===== src/rtl/bfm_op_sequencer.sv =====
// Shares the bfm operand datapath between two requesters: round-robin grant,
// operand issue, a LAT-deep tag pipeline and a fixed-length run controller.
module bfm_op_sequencer #(
  parameter int DATA_W = 8,
  parameter int LENGTH = 2000,
  parameter int LAT    = 1
) (
  input  logic              clk_i,
  input  logic              reset_i,
  input  logic              start_i,
  input  logic              req0_valid_i,
  input  logic [DATA_W-1:0] req0_a_i,
  input  logic [DATA_W-1:0] req0_b_i,
  output logic              req0_ready_o,
  input  logic              req1_valid_i,
  input  logic [DATA_W-1:0] req1_a_i,
  input  logic [DATA_W-1:0] req1_b_i,
  output logic              req1_ready_o,
  output logic [DATA_W-1:0] A_s,
  output logic [DATA_W-1:0] B_s,
  output logic              op_valid_o,
  input  logic [DATA_W-1:0] res_i,
  output logic              rsp_valid_o,
  output logic              rsp_id_o,
  output logic [DATA_W-1:0] rsp_data_o,
  output logic              busy_o,
  output logic              done_o,
  output logic [31:0]       issued_cnt_o
);

  localparam logic [1:0] IDLE  = 2'd0;
  localparam logic [1:0] RUN   = 2'd1;
  localparam logic [1:0] DRAIN = 2'd2;
  localparam logic [1:0] DONE  = 2'd3;

  logic [1:0]  state;
  logic [31:0] issued_cnt;
  logic [31:0] rsp_cnt;
  logic        rr;
  logic        can_grant;
  logic        gnt0;
  logic        gnt1;
  logic        xfer;
  logic        op_id_p0;
  logic [LAT-1:0] tag_vld_p1;
  logic [LAT-1:0] tag_id_p1;

  // A lone valid requester wins outright; rr only breaks ties.
  always_comb begin
    can_grant = (state == RUN) && (issued_cnt < 32'(LENGTH));
    gnt0      = can_grant && req0_valid_i && (!req1_valid_i || !rr);
    gnt1      = can_grant && req1_valid_i && (!req0_valid_i ||  rr);
    xfer      = gnt0 || gnt1;
  end

  assign req0_ready_o = gnt0;
  assign req1_ready_o = gnt1;
  assign busy_o       = (state == RUN) || (state == DRAIN);
  assign done_o       = (state == DONE);
  assign issued_cnt_o = issued_cnt;

  always_ff @(posedge clk_i) begin
    if (reset_i) begin
      state       <= IDLE;
      issued_cnt  <= '0;
      rsp_cnt     <= '0;
      rr          <= 1'b0;
      op_valid_o  <= 1'b0;
      op_id_p0    <= 1'b0;
      A_s         <= '0;
      B_s         <= '0;
      tag_vld_p1  <= '0;
      tag_id_p1   <= '0;
      rsp_valid_o <= 1'b0;
      rsp_id_o    <= 1'b0;
      rsp_data_o  <= '0;
    end else begin
      case (state)
        IDLE, DONE: if (start_i) begin
          state      <= RUN;
          issued_cnt <= '0;
          rsp_cnt    <= '0;
        end
        RUN:   if (issued_cnt == 32'(LENGTH)) state <= DRAIN;
        DRAIN: if (rsp_cnt == 32'(LENGTH)) state <= DONE;
        default: state <= IDLE;
      endcase

      // Stage p0: issue granted operands; A_s/B_s hold through bubbles.
      op_valid_o <= xfer;
      if (xfer) begin
        A_s        <= gnt0 ? req0_a_i : req1_a_i;
        B_s        <= gnt0 ? req0_b_i : req1_b_i;
        op_id_p0   <= gnt1;
        rr         <= gnt0;
        issued_cnt <= issued_cnt + 32'd1;
      end

      // Stage p1: tag shift register mirrors the bfm latency.
      tag_vld_p1[0] <= op_valid_o;
      tag_id_p1[0]  <= op_id_p0;
      for (int i = 1; i < LAT; i++) begin
        tag_vld_p1[i] <= tag_vld_p1[i-1];
        tag_id_p1[i]  <= tag_id_p1[i-1];
      end

      // Stage p2: capture the bfm result as the matching tag exits.
      rsp_valid_o <= tag_vld_p1[LAT-1];
      if (tag_vld_p1[LAT-1]) begin
        rsp_data_o <= res_i;
        rsp_id_o   <= tag_id_p1[LAT-1];
        rsp_cnt    <= rsp_cnt + 32'd1;
      end
    end
  end

endmodule


===== config.mk =====
export PLATFORM = sky130hd
export DESIGN_NAME = bfm_op_sequencer
export DESIGN_NICKNAME = d
export VERILOG_FILES = /design/src/rtl/bfm_op_sequencer.sv
export SDC_FILE = /design/constraint.sdc
export NUM_CORES = 1
export LEC_CHECK = 0
export ABC_CLOCK_PERIOD_IN_PS = 4250
export BUFFER_PORTS_ARGS = -buffer_cell sky130_fd_sc_hd__buf_2
export CORE_MARGIN = 4
export CORE_UTILIZATION = 40
export DETAILED_ROUTE_END_ITERATION = 8
export GPL_ROUTABILITY_DRIVEN = 1
export GPL_TIMING_DRIVEN = 1
export PLACE_DENSITY = 0.74
export SETUP_SLACK_MARGIN = 0.2
export SLEW_MARGIN = 40
export SYNTH_ARGS = -nofsm -noshare
export SYNTH_HDL_FRONTEND = slang
export SYNTH_SLANG_ARGS = --single-unit

===== constraint.sdc =====
create_clock -name clk_i -period 4.25 [get_ports clk_i]
set_clock_uncertainty 0.15 [all_clocks]
set_input_delay 0.2125 -clock clk_i [delete_from_list [all_inputs] [get_ports clk_i]]
set_output_delay 0.2125 -clock clk_i [all_outputs]
set_load 0.01 [all_outputs]

==> impl_metrics.env <==
export IMPL_outcome="finished, final reports clean"
export IMPL_cts_tree="yes"
export IMPL_timing_slew_headroom_pct=48.9
export IMPL_grt_pass1_vias=4333
export IMPL_hold_viol_final=0
export IMPL_synth_area_leaders="dfxtp_1, a21oi_1, nand2_1"
export IMPL_syn_to_final_growth_pct=29.0
export IMPL_vias=4347
export IMPL_yosys_warnings=0
export IMPL_initialDrtViolationCount=220
export IMPL_io_buffers=107
export IMPL_clock_latency_ps=380
export IMPL_postCtsSetupRepairBufs=0
export IMPL_clkTransAtPathRegs_ps=100
export IMPL_grt_overflow=0
export IMPL_grt_usage_pct=19.3
export IMPL_drc=0
export IMPL_busiest_layer="met2"
export IMPL_critical_path_buf_inv_count=1
export IMPL_drive_gt1_share_pct=22.8
export IMPL_cp_top_family="compound AO/OA/AOI/OAI gates"
export IMPL_avgSynthCellArea_um2=8.61
export IMPL_nets=694
export IMPL_crit_path_start_kind="register"
export IMPL_fin_crit_sh_pct=73.7
export IMPL_synth_most_common_cell="dfxtp_1"
export IMPL_p_per_area_nw_per_um2=402
export IMPL_synth_seq_area_share_pct=44.9
export IMPL_path_class="reg2reg"
export IMPL_synth_common_cells="dfxtp_1, nand2_1, a21oi_1"
export IMPL_die_x_um=112
export IMPL_yosysTopAreaCellShare_pct=44.9
export IMPL_setup_tns_ps=0
export IMPL_maxSlewViolCount=0
export IMPL_core_um2=10400
export IMPL_clock_sinks=97
export IMPL_ys_ff_latch=97
export IMPL_initial_core_util_pct=41.5
export IMPL_fmaxAchievable_mhz=319
export IMPL_numCtsBuffers=9
export IMPL_hold_path_class="in2reg"
export IMPL_setup_viol=0
export IMPL_grt_pass1_wl_um=20400
export IMPL_r2r_end="B_s[3]$_SDFFE_PP0P_"
export IMPL_cp_arrival_ps=3310
export IMPL_cellLeakagePower_uw=0.00235
export IMPL_worstMarginPinSlew_ps=766
export IMPL_io_pins=108
export IMPL_dr_pass1_iters=6
export IMPL_timing_max_cap_violations=0
export IMPL_syn_num_nets=555
export IMPL_netlist_area_um2=4320
export IMPL_detail_route_antenna_nets=0
export IMPL_routed_via_density=5.56
export IMPL_cts_root_buf="clkbuf_8"
export IMPL_dieArea_um2=12500
export IMPL_grt_max_degree=58
export IMPL_grtUsageMet2_pct=32.8
export IMPL_critical_path_required_ps=4420
export IMPL_fin_crit_ps=3130
export IMPL_use_met3_pct=5.16
export IMPL_rsz0062_at_grt="no"
export IMPL_crit_path_max_incr_delay_ps=770
export IMPL_synth_distinct_cells=56
export IMPL_place_hpwl_um=7970
export IMPL_synthArstFlopShare_pct=0
export IMPL_antenna_cells=0
export IMPL_routedWlPerCell_um=15.8
export IMPL_whs_endpoint="op_valid_o$_SDFF_PP0_"
export IMPL_reg2reg_depth=6
export IMPL_whs_ps=32.4
export IMPL_gp_congestion=0.859
export IMPL_synth_top_area_cell="dfxtp_1"
export IMPL_irDropWorstVdd_mv=0.259
export IMPL_die_h_um=112
export IMPL_floorplan_rows=37
export IMPL_cts_buffer_depth=2
export IMPL_postSynthCellCount=502
export IMPL_whs_path_depth=3
export IMPL_worst_setup_path_end_kind="register"
export IMPL_critical_path_cell_chain="nor4_1 -> nand4_1 -> a2111oi_4 -> o21ai_0 -> a21oi_1 -> dlygate4sd3_1"
export IMPL_use_met1_pct=23.1
export IMPL_antenna_found_initial=0
export IMPL_worstHoldStart="req0_valid_i"
export IMPL_r2r_slack_ps=1120
export IMPL_synth_edf_count=0
export IMPL_synth_ff_type="dfxtp_1"
export IMPL_worstPathMaxFanout=12
export IMPL_slowest_stage="a2111oi_4"
export IMPL_r2r_start="issued_cnt_o[31]$_SDFFE_PP0P_"
export IMPL_wirelength_um=12300
export IMPL_total_power_uw=2240
export IMPL_htreeDepth=3
layout by cell type (no fill, tap or decap), types with 3 or more instances in the layout:
master | Yosys | routed
a31o_2 | 3 | 3
a31oi_1 | 13 | 13
mux2i_1 | 11 | 11
and2_1 | 25 | 25
inv_1 | 19 | 19
a211oi_1 | 3 | 3
nor2b_1 | 5 | 5
buf_4 | 0 | 4
nand4_1 | 12 | 12
buf_2 | 2 | 106
a21oi_1 | 40 | 40
nor3_1 | 9 | 9
nand2_1 | 48 | 48
clkbuf_8 | 0 | 9
nand3_1 | 30 | 30
o211ai_1 | 9 | 9
dlygate4sd3_1 | 0 | 40
and4_1 | 5 | 5
nor4_1 | 9 | 9
nor2_1 | 37 | 37
ha_1 | 8 | 8
nand3b_1 | 3 | 3
or2_2 | 3 | 3
o2111ai_1 | 4 | 4
or3_1 | 6 | 6
and3_1 | 11 | 11
o21ai_0 | 33 | 33
dfxtp_1 | 97 | 97
mux2_2 | 4 | 4
power breakdown:
part           leakage (uW)  internal [uW]  switching, uW  total, uW
registers          0.000785            979           44.2       1020
clock network     0.0000931            230            361        591
logic               0.00148            248            379        627
tightest hold or removal path, stage by stage:
cell,delay (ps)
buf_2,100
nor2_1,80
nor3_1,130
state kept, by name, indices dropped and copies added (netlist names), 2 cells and up:
signal	count
rsp_data_o	8
B_s	8
state	2
A_s	8
issued_cnt_o	32
rsp_cnt	32
worst max-delay path by stage:
stage	from	end	depth (start not counted)
after global routing	issued_cnt_o[20]$_SDFFE_PP0P_	B_s[3]$_SDFFE_PP0P_	6
after detailed placement	issued_cnt_o[19]$_SDFFE_PP0P_	state[1]$_SDFFE_PP0P_	5
final	issued_cnt_o[31]$_SDFFE_PP0P_	B_s[3]$_SDFFE_PP0P_	6
after global placement	issued_cnt_o[19]$_SDFFE_PP0P_	B_s[4]$_SDFFE_PP0P_	5
after CTS	issued_cnt_o[19]$_SDFFE_PP0P_	A_s[7]$_SDFFE_PP0P_	6
after floorplan	issued_cnt_o[27]$_SDFFE_PP0P_	state[1]$_SDFFE_PP0P_	5
repair_timing:
item                      CTS  global route
gates resized for setup     0             0
hold endpoints to repair   24             0
hold buffers               40             0
kinds of logic (layout without fill, tap and decap cells):
| kind of cell | after synthesis | after routing | share of synthesized area [%] |
|---|---|---|---|
| AOI/OAI and AO/OA | 122 | 122 | 17.7 |
| xor gates and xnor gates | 1 | 1 | 0.203 |
| DFF | 97 | 97 | 44.9 |
| buffers and inverters | 41 | 185 | 3.82 |
| and+or+nand+nor | 218 | 218 | 27.5 |
| adders and majority gates | 8 | 8 | 2.32 |
| muxes | 15 | 15 | 3.59 |
cell type report:
| cell class | count | area (um2) |
|---|---|---|
| clock buffer | 9 | 124 |
| clock inverter | 7 | 71.3 |
| fill | 920 | 4840 |
| inverter | 19 | 71.3 |
| multi-input combinational | 364 | 2240 |
| sequential | 97 | 1940 |
| tap | 136 | 170 |
| timing repair buffer | 150 | 961 |
per-layer routing:
metal  part of all wire (%)  routed length [um]
met5                      0                   0
met4                    2.3                 284
met3                    7.5                 924
met2                     49                6020
met1                     41                5090
through the flow:
stage	setup slack [ps]	instances	util, %	cell area (um2)
final	1120	782	53.5	5580
after floorplan	2270	502	-	4320
after CTS	1230	782	53.5	5570
after global placement	1760	726	47.6	4960
after global routing	957	782	53.5	5580
after detailed placement	1660	726	47.7	4970
(Power assumes the default switching activity.)
